File: src/rtl/fft_result_display.sv
// Output sequencer for one FFT butterfly result: captures Rey/Imy/Rez/Imz and shows them in turn on disp.
// Optional timed auto-advance is enabled by defining FFT_RESULT_DISPLAY_AUTO_ADVANCE_EN.
module fft_result_display #(
  parameter int n     = 8,
  parameter int DWELL = 16
) (
  input  logic         clk,
  input  logic         Rst,
  input  logic         ReadyIn,
  input  logic [n-1:0] Rey,
  input  logic [n-1:0] Imy,
  input  logic [n-1:0] Rez,
  input  logic [n-1:0] Imz,
  input  logic         step,
  output logic [n-1:0] disp,
  output logic [1:0]   field,
  output logic         busy,
  output logic         done,
  output logic         overrun
);

  typedef enum logic [2:0] {
    IDLE     = 3'd0,
    SHOW_REY = 3'd1,
    SHOW_IMY = 3'd2,
    SHOW_REZ = 3'd3,
    SHOW_IMZ = 3'd4
  } state_t;

  if (DWELL < 2) begin : g_dwell_check
    $error("fft_result_display: DWELL must be at least 2");
  end

  state_t       state_r, state_s;
  logic         step_q_r;
  logic         step_ev_s;
  logic         advance_s;
  logic         cap_s;
  logic [n-1:0] rey_r, imy_r, rez_r, imz_r;
  logic [n-1:0] rey_s, imy_s, rez_s, imz_s;
  logic [n-1:0] disp_r, disp_s;
  logic [1:0]   field_r, field_s;
  logic         busy_r, busy_s;
  logic         done_r, done_s;
  logic         overrun_r, overrun_s;

  function automatic logic [n-1:0] word_sel(input state_t st, input logic [n-1:0] w0,
                                             input logic [n-1:0] w1, input logic [n-1:0] w2,
                                             input logic [n-1:0] w3);
    case (st)
      SHOW_REY: word_sel = w0;
      SHOW_IMY: word_sel = w1;
      SHOW_REZ: word_sel = w2;
      SHOW_IMZ: word_sel = w3;
      default:  word_sel = {n{1'b0}};
    endcase
  endfunction

  function automatic logic [1:0] field_sel(input state_t st);
    case (st)
      SHOW_REY: field_sel = 2'd0;
      SHOW_IMY: field_sel = 2'd1;
      SHOW_REZ: field_sel = 2'd2;
      SHOW_IMZ: field_sel = 2'd3;
      default:  field_sel = 2'd0;
    endcase
  endfunction

  assign step_ev_s = step & ~step_q_r;

`ifdef FFT_RESULT_DISPLAY_AUTO_ADVANCE_EN
  localparam int CW = $clog2(DWELL);
  logic [CW-1:0] dwell_r;

  assign advance_s = step_ev_s | (dwell_r == CW'(DWELL - 1));

  // Dwell counter: restarts whenever a SHOW state is entered, counts while it is held.
  always_ff @(posedge clk) begin
    if (Rst) begin
      dwell_r <= {CW{1'b0}};
    end else if ((state_s != state_r) || (state_r == IDLE)) begin
      dwell_r <= {CW{1'b0}};
    end else begin
      dwell_r <= dwell_r + CW'(1);
    end
  end
`else
  assign advance_s = step_ev_s;
`endif

  // Next-state, capture and next-output logic; outputs follow the next state so they can be registered.
  always_comb begin
    state_s   = state_r;
    cap_s     = 1'b0;
    done_s    = 1'b0;
    overrun_s = overrun_r;
    case (state_r)
      IDLE: begin
        if (ReadyIn) begin
          cap_s   = 1'b1;
          state_s = SHOW_REY;
        end else begin
          state_s = IDLE;
        end
      end
      SHOW_REY: begin
        if (advance_s) state_s = SHOW_IMY;
        else           state_s = SHOW_REY;
      end
      SHOW_IMY: begin
        if (advance_s) state_s = SHOW_REZ;
        else           state_s = SHOW_IMY;
      end
      SHOW_REZ: begin
        if (advance_s) state_s = SHOW_IMZ;
        else           state_s = SHOW_REZ;
      end
      SHOW_IMZ: begin
        if (advance_s) begin
          state_s = IDLE;
          done_s  = 1'b1;
        end else begin
          state_s = SHOW_IMZ;
        end
      end
      default: state_s = IDLE;
    endcase

    // A result offered while a display sequence is in progress is lost.
    if (ReadyIn && (state_r != IDLE)) begin
      overrun_s = 1'b1;
    end else begin
      overrun_s = overrun_r;
    end

    if (cap_s) begin
      rey_s = Rey;
      imy_s = Imy;
      rez_s = Rez;
      imz_s = Imz;
    end else begin
      rey_s = rey_r;
      imy_s = imy_r;
      rez_s = rez_r;
      imz_s = imz_r;
    end

    disp_s  = word_sel(state_s, rey_s, imy_s, rez_s, imz_s);
    field_s = field_sel(state_s);
    busy_s  = (state_s != IDLE);
  end

  // State, capture, edge-detect and output registers.
  always_ff @(posedge clk) begin
    if (Rst) begin
      state_r   <= IDLE;
      step_q_r  <= 1'b0;
      rey_r     <= {n{1'b0}};
      imy_r     <= {n{1'b0}};
      rez_r     <= {n{1'b0}};
      imz_r     <= {n{1'b0}};
      disp_r    <= {n{1'b0}};
      field_r   <= 2'd0;
      busy_r    <= 1'b0;
      done_r    <= 1'b0;
      overrun_r <= 1'b0;
    end else begin
      state_r   <= state_s;
      step_q_r  <= step;
      rey_r     <= rey_s;
      imy_r     <= imy_s;
      rez_r     <= rez_s;
      imz_r     <= imz_s;
      disp_r    <= disp_s;
      field_r   <= field_s;
      busy_r    <= busy_s;
      done_r    <= done_s;
      overrun_r <= overrun_s;
    end
  end

  assign disp    = disp_r;
  assign field   = field_r;
  assign busy    = busy_r;
  assign done    = done_r;
  assign overrun = overrun_r;

endmodule
File: config.mk
export PLATFORM = sky130hd
export DESIGN_NAME = fft_result_display
export DESIGN_NICKNAME = d
export VERILOG_FILES = /design/src/rtl/fft_result_display.sv
export SDC_FILE = /design/constraint.sdc
export NUM_CORES = 1
export LEC_CHECK = 0
export CORE_MARGIN = 2
export CORE_UTILIZATION = 50
export CTS_CLUSTER_DIAMETER = 40
export DETAILED_ROUTE_END_ITERATION = 7
export HOLD_SLACK_MARGIN = 0.08
export PLACE_DENSITY = 0.81
export REMOVE_ABC_BUFFERS = 1
export SLEW_MARGIN = 20
export SYNTH_ARGS = -nofsm -noshare
export SYNTH_HDL_FRONTEND = slang
export SYNTH_SLANG_ARGS = --single-unit
File: constraint.sdc
create_clock -name clk -period 2.7 [get_ports clk]
set_input_delay 0.54 -clock clk [delete_from_list [all_inputs] [get_ports clk]]
set_output_delay 0.54 -clock clk [all_outputs]
set_load 0.005 [all_outputs]
# --- Word level (Yosys, flattened, before mapping) ---
# Cells that the tools add are included.
totals:
  inputBits: 36
  reg_bits: 49
  out_inout_bits: 13
op_classes:
  reduce_logical: 5
  muxes: 15
  n_eq_ne: 8
  bitwise_logic: 3
ops:
  columns: ["cell", "count"]
  rows:
  - ["2-to-1 mux 8 bit", 4]
  - ["one-hot mux 8 bit (4 select lines)", 1]
  - ["one-hot mux 3 bit (5 select lines)", 1]
  - ["== test 3 x 2 -> 1 bit, second input constant", 4]
  - ["== test 3 x 1 -> 1 bit, second input constant", 2]
  - ["== test 3 bit, second input constant", 2]
  - ["2-to-1 mux 3 bit", 2]
  - ["one-hot mux 2 bit (3 select lines)", 1]
  - ["nonzero test 3 bit", 2]
  - ["2-to-1 mux 1 bit", 5]
  - ["zero test 3 bit", 1]
  - ["2-to-1 mux 2 bit", 1]
  - ["inverter 1 bit", 2]
  - ["OR reduction 2 bit", 1]
  - ["AND 1 bit", 1]
  - ["logical AND 1 bit", 1]

# --- Logic depth before layout (Yosys ltp) ---
# Gate-level depths: netlist of the first run.
logic_depth:
  ltp_word: 6
  ltp_mapped: 6
  mapped_depth_nobuf: 4

# --- Least setup slack after synthesis of the first run ---
# Ideal clock, no wire load.
synth_timing:
  path_kind: "input -> register"
  startpoint: "input ReadyIn"
  endpoint: "register disp_r[0] (netlist: disp[0])"
  cell_stages: 5
  required_time_ns: 2.585
  arrival_ns: 1.698
  setup_slack_ns: 0.888
  setup_time_ns: 0.115
  n_path_buf: 1
  cell_sequence: "nor4b_4 -> bufbuf_8 -> mux2i_1 -> o32ai_1 -> o21a_1"
synth_via:
  elab_chain_len: 4
  word_cells_on_any_way: 13
  cone_classes: "eq/ne: 4; mux: 9"
synth_rtl:
  columns: ["element", "line_no", "rtl"]
  rows:
  - ["from (decl)", "9", "input logic ReadyIn,"]
  - ["2-to-1 mux 1 bit", "99", "if (ReadyIn) begin"]
  - ["one-hot mux 3 bit (5 select lines) / 2-to-1 mux 1 bit (equally long branches)", "97", "case (state_r)"]
  - ["== test 3 bit (tied with other cells)", "50", "case (st)"]
  - ["one-hot mux 8 bit (4 select lines) *", "50", null]
  - ["to (signal assigned)", "162", "disp_r <= {n{1'b0}};"]
  - ["to (signal assigned)", "174", "disp_r <= disp_s;"]
  - ["to (decl)", "41", "logic [n-1:0] disp_r, disp_s;"]
# Mark *: on every way between the ends. The rest lies on a longest branch, timed or not.
# A chain may end at the register's enable or synchronous reset.

# --- Worst setup path after layout of the first run ---
layout_timing:
  startpoint: "input ReadyIn"
  endpoint: "register disp_r[4] (netlist: disp[4])"
# Same word-level chain as after synthesis.

==> impl_metrics.yaml, run 1 <==
global_routing:
  grt_max_degree: 33
  grt_overflow: 0
  grt_pass1_vias: 1411
  antenna_found_initial: 0
  track_usage_pct: 19.52
  grt_pass1_wl_um: 6520
clock_network:
  ctsHoldBuffers: 0
  cts-resized-gates: 0
  cts_sinks: 49
  tritoncts: "done"
  h-tree-depth: 2
  cts_made_buffers: 5
  clk_pin_slew_worst_paths_ps: 80
  post-cts-setup-buffers: 0
  clk_latency_ps: 290
  cts-root-buf: "clkbuf_8"
  clockBufferDepth: 2
yosys:
  synth_top_area_share_pct: 50.32
  postSynthAreaPerCell_um2: 10.37
  synth.area.top_cells: "dfxtp_1 (50%), mux2i_1 (16%), nor2_1 (7.3%), o32ai_1 (5.4%), o21a_1 (3.1%)"
  synth_edf_count: 0
  synth_cell_type_count: 32
  synth-seq-cells: 49
  postSynthCellCount: 188
  synth_ff_type: "dfxtp_1"
  synth_area_leader_cell: "dfxtp_1"
  ys_seq_area_share_pct: 50.32
  async_flop_share_pct: 0
  synth_warnings: 0
  syn_area_um2: 1949
placed_design:
  place_congestion: 0.7919
  dpl_worst_slack_ps: 295.7
  dp_hpwl_um: 2703
  io_buffer_count: 48
critical_path:
  cp_slowest_stage_delay_ps: 540
  reg2regPathDepth: 5
  rrSetupSlack_ps: 800
  crit_cells: 6
  cp_max_fo: 32
  crit_type: "input pin to flip-flop"
  cp_cell_sequence: "clkdlybuf4s50_1 > nor4b_4 > buf_12 > mux2i_1 > nor3_1 > o31a_1"
  arrival_ps: 2340
  crit_end: "disp[4]$_SDFF_PP0_"
  crit_required_ps: 2890
  crit_start: "ReadyIn"
  r2r_end: "disp[4]$_SDFF_PP0_"
  path_buf_inv: 2
  worst_path_max_delay_cell: "clkdlybuf4s50_1"
  path_delay_family: "buffers and inverters"
  start_kind: "input pin"
  reg2reg_from: "state_r[2]$_SDFF_PP0_"
  crit_path_end_kind: "flip-flop"
final_layout:
  final_cell_mix: "dfxtp_1 (49), clkdlybuf4s50_1 (48), nor2_1 (38)"
  syn2layout_area_growth_pct: 29.59
  antenna_cells: 0
  final_util_pct: 67.98
  fin_nets: 269
  num-fill-cells: 307
  drive_above_1_share_pct: 7.265
  layout_commonest_cell: "dfxtp_1"
floorplanning:
  core_um2: 3716
  dieArea_um2: 4414
  row_count: 22
  io_pins: 49
  start_util_pct: 52.46
  die_h_um: 66.44
  die_w_um: 66.44
sta:
  finalSetupViolCount: 0
  slew_violations: 0
  grt_setup_unrepaired: "false"
  fin_crit_ps: 2156
  setup_ws_ps: 544.3
  maxSlewHeadroom_pct: 64.05
  fin_crit_sh_pct: 79.84
  max_freq_mhz: 463.9
  worst_pin_slew_ps: 539.3
  final_hold_viol_count: 0
  clock_skew_ps: 3.920
detailed_routing:
  vias_per_cell: 5.284
  wl_per_cell_um: 14.01
  wl_um: 3950
  firstDrtPassIters: 4
  drtIter0Drc: 105
  vias: 1490
  post-route-drc-count: 0
  ant_nets: 0
power_and_ir_drop:
  leakagePower_nw: 0.9834
  ir_worst_vdd_v: 0.0004075
  p_per_area_nw_per_um2: 587.6
status:
  status: "finished, final reports clean"
run:
  cap_violations: 0
min_path:
  holdCritPathClass: "flip-flop to flip-flop"
==> power by group <==
part / switching [mW] / total [mW] / internal [mW]
Sequential: 0.0203 / 0.794 / 0.774
Clock: 0.221 / 0.401 / 0.180
Combinational: 0.135 / 0.290 / 0.154
==> cell usage after synthesis (all sizes together) (2+ instances only) <==
cell and count:
buf 7, o22ai 2, nor2b 3, o32ai 12
nor3 9, o31a 2, a21oi 2, dfxtp 49
nor2 38, o21a 8, mux2i 32, clkbuf 8
==> metal layers <==
| layer | routed length, µm | vias to the layer above | part of all wire (%) | track usage (%) |
|---|---|---|---|---|
| met1 | 1907 | 683 | 48 | 27.31 |
| met4 | 56 | 0 | 1.4 | 6.122 |
| met2 | 1736 | 45 | 44 | 28.88 |
| met3 | 249 | 7 | 6.3 | 5.622 |
| met5 | 0 | - | 0 | 0 |
| li1 | - | 755 | - | - |
==> layout make-up <==
cell class | count | area (µm²) | share of cell area (%)
Sequential cell | 49 | 980.9 | 38.83
Clock inverter | 2 | 10.01 | 0.3962
Timing Repair Buffer | 54 | 538.0 | 21.30
Tap cell | 48 | 60.06 | 2.377
Inverter | 1 | 3.754 | 0.1486
Clock buffer | 6 | 72.57 | 2.873
Multi-Input combinational cell | 122 | 860.8 | 34.08
==> stage by stage <==
stage / power, mW / setup TNS [ps] / hold slack, ps / cells / area (µm²)
finish: 1.484 / 0 / 479.9 / 282 / 2526
global route: 1.567 / 0 / 530.1 / 282 / 2526
CTS: 1.497 / 0 / 484.4 / 282 / 2526
detailed placement: 1.100 / 0 / 462.7 / 274 / 2444
global placement: 1.095 / 0 / 456.7 / 274 / 2444
floorplan: 0.9696 / -1125 / 454.9 / 172 / 1846
==> worst min-delay path by stage <==
stage | depth (start not counted) | slack [ps] | endpoint | start
finish | 2 | 480 | overrun$_SDFFE_PP0P_ | overrun$_SDFFE_PP0P_
global route | 2 | 530 | imy_r[1]$_SDFF_PP0_ | imy_r[1]$_SDFF_PP0_
CTS | 2 | 480 | overrun$_SDFFE_PP0P_ | overrun$_SDFFE_PP0P_
detailed placement | 2 | 460 | overrun$_SDFFE_PP0P_ | overrun$_SDFFE_PP0P_
global placement | 2 | 460 | overrun$_SDFFE_PP0P_ | overrun$_SDFFE_PP0P_
floorplan | 2 | 450 | imy_r[0]$_SDFF_PP0_ | imy_r[0]$_SDFF_PP0_
==> state kept, by name, indices dropped and copies added (netlist names) <==
name / flops
overrun: 1
done: 1
imy_r: 8
rey_r: 8
state_r: 3
step_q_r: 1
rez_r: 8
field: 2
busy: 1
imz_r: 8
disp: 8
==> tightest hold or removal path, cell delays in order (launching register included) <==
cell	delay, ps
dfxtp_1	330
a21oi_1	50
nor2_1	70
==> cells by family (layout without fill, tap and decap cells) <==
kind of cell	after synthesis	after routing	synth area share, %
and+or+nand+nor	59	59	14.57
DFF	49	49	50.32
muxes	32	32	16.43
AOI/OAI and AO/OA	29	29	12.26
buffers and inverters	17	63	5.520
xor gates and xnor gates	2	2	0.8988
Note: power is estimated with default switching activity, not from simulation.
==> run 2: changes to the inputs <==
--- a/config.mk
+++ b/config.mk
@@ -6,11 +6,11 @@
 export NUM_CORES = 1
 export LEC_CHECK = 0
 export CORE_MARGIN = 2
-export CORE_UTILIZATION = 50
+export CORE_UTILIZATION = 43
 export CTS_CLUSTER_DIAMETER = 40
 export DETAILED_ROUTE_END_ITERATION = 7
 export HOLD_SLACK_MARGIN = 0.08
-export PLACE_DENSITY = 0.81
+export PLACE_DENSITY = 0.74
 export REMOVE_ABC_BUFFERS = 1
 export SLEW_MARGIN = 20
 export SYNTH_ARGS = -nofsm -noshare
==> constraint.sdc (replaced) <==
create_clock -name clk -period 1.85 [get_ports clk]
set_input_delay 0.37 -clock clk [delete_from_list [all_inputs] [get_ports clk]]
set_output_delay 0.37 -clock clk [all_outputs]
set_load 0.005 [all_outputs]
==> impl_metrics.yaml, run 2 (synthesis gave the netlist of run 1 again) <==
sta:
  maxSlewHeadroom_pct: 74.36
  final_hold_viol_count: 0
  slew_violations: 0
  clock_skew_ps: 3.745
  fin_crit_ps: 1811
  fin_crit_sh_pct: 97.91
  finalSetupViolCount: 0
  worst_pin_slew_ps: 384.6
  max_freq_mhz: 552.1
  hold_slack_ps: 491.6
power_and_ir_drop:
  p_per_area_nw_per_um2: 857.9
  ir_worst_vdd_v: 0.0005786
  leakagePower_nw: 1.211
critical_path:
  crit_required_ps: 2100
  crit_path_end_kind: "flip-flop"
  start_kind: "input pin"
  arrival_ps: 2060
  cp_max_fo: 4
  crit_type: "input pin to flip-flop"
  rrSetupSlack_ps: 70
detailed_routing:
  wl_per_cell_um: 15.10
  drtIter0Drc: 98
  post-route-drc-count: 0
  vias_per_cell: 5.143
  firstDrtPassIters: 4
  ant_nets: 0
  wl_um: 4952
  vias: 1687
placed_design:
  dp_hpwl_um: 3146
  place_inst: 315
  place_congestion: 0.8053
  io_buffer_count: 48
final_layout:
  fin_cells: 328
  antenna_cells: 0
  final_util_pct: 69.11
  multi_input_area_um2: 952.2
  final_cell_mix: "dfxtp_1 (49), clkdlybuf4s50_1 (47), buf_4 (45)"
  num-fill-cells: 331
  layout_commonest_cell: "dfxtp_1"
  fin_nets: 311
  area.sequential_um2: 980.9
  drive_above_1_share_pct: 25.72
  syn2layout_area_growth_pct: 54.36
global_routing:
  grt_max_degree: 25
  antenna_found_initial: 0
  grt_pass1_vias: 1561
  grt_overflow: 0
  track_usage_pct: 17.34
  grt_pass1_wl_um: 7003
clock_network:
  clk_pin_slew_worst_paths_ps: 80
  clk_latency_ps: 300
  ctsHoldBuffers: 0
  cts_sinks: 49
  cts_made_buffers: 5
  tritoncts: "done"
  h-tree-depth: 2
  clockBufferDepth: 2
  cts-root-buf: "clkbuf_8"
floorplanning:
  io_pins: 49
  dieArea_um2: 5088
  start_util_pct: 44.77
  die_w_um: 71.33
  row_count: 24
  die_h_um: 71.33
  core_um2: 4354
run:
  cap_violations: 0
min_path:
  holdCritPathClass: "input pin to flip-flop"
status:
  status: "finished, final reports clean"
[run 2: worst paths after layout]
check | cells after the start | startpoint | to
min | 4 | ReadyIn | overrun$_SDFFE_PP0P_
max reg2reg | 6 | state_r[2]$_SDFF_PP0_ | disp[5]$_SDFF_PP0_
min reg2reg | 2 | imy_r[1]$_SDFF_PP0_ | imy_r[1]$_SDFF_PP0_
max | 6 | step | disp[5]$_SDFF_PP0_
[run 2: where the power goes]
| group | switching, mW | total [mW] | leakage (nW) | internal, mW |
|---|---|---|---|---|
| Clock | 0.336 | 0.776 | 0.0585 | 0.441 |
| Combinational | 0.262 | 0.645 | 0.751 | 0.383 |
| Sequential | 0.0310 | 1.16 | 0.402 | 1.13 |
| Total | 0.629 | 2.58 | 1.21 | 1.95 |
[run 2: critical path, cell delays in order]
cell and delay (ps):
clkdlybuf4s50_1 430, and3b_1 210, or4_1 530, buf_4 190, o22ai_1 180, o31a_1 140
[run 2: per-layer routing]
layer,global-route usage [%],vias to the layer above,part of all wire (%)
li1,-,836,-
met1,21.82,800,43
met2,29.63,49,51
met3,4.501,2,5.5
met4,4.403,0,0.71
met5,0,-,0
[run 2: what timing repair did]
item                                    in CTS  in global routing
hold endpoints to repair                     0                  0
resized for setup                            0                 18
setup buffers                                0                  3
endpoints found under the setup margin       0                  7
[run 2: final cells by class]
type                            instances  share of cell area (%)
Inverter                                1                  0.1247
Timing Repair Buffer                   96                   29.60
Sequential cell                        49                   32.60
Tap cell                               52                   2.162
Multi-Input combinational cell        122                   31.64
Clock buffer                            7                   2.869
Clock inverter                          1                  0.9979
[run 2: through the flow]
step / area (µm²) / setup TNS, ps / power, mW / worst slack (ps)
floorplan: 1846 / -31230 / 1.415 / -1038
global placement: 2726 / -2691 / 1.719 / -233.1
detailed placement: 2726 / -3312 / 1.728 / -269.1
CTS: 2843 / 0 / 2.499 / 47.94
global route: 3009 / -41.01 / 2.691 / -24.02
finish: 3009 / 0 / 2.582 / 38.76
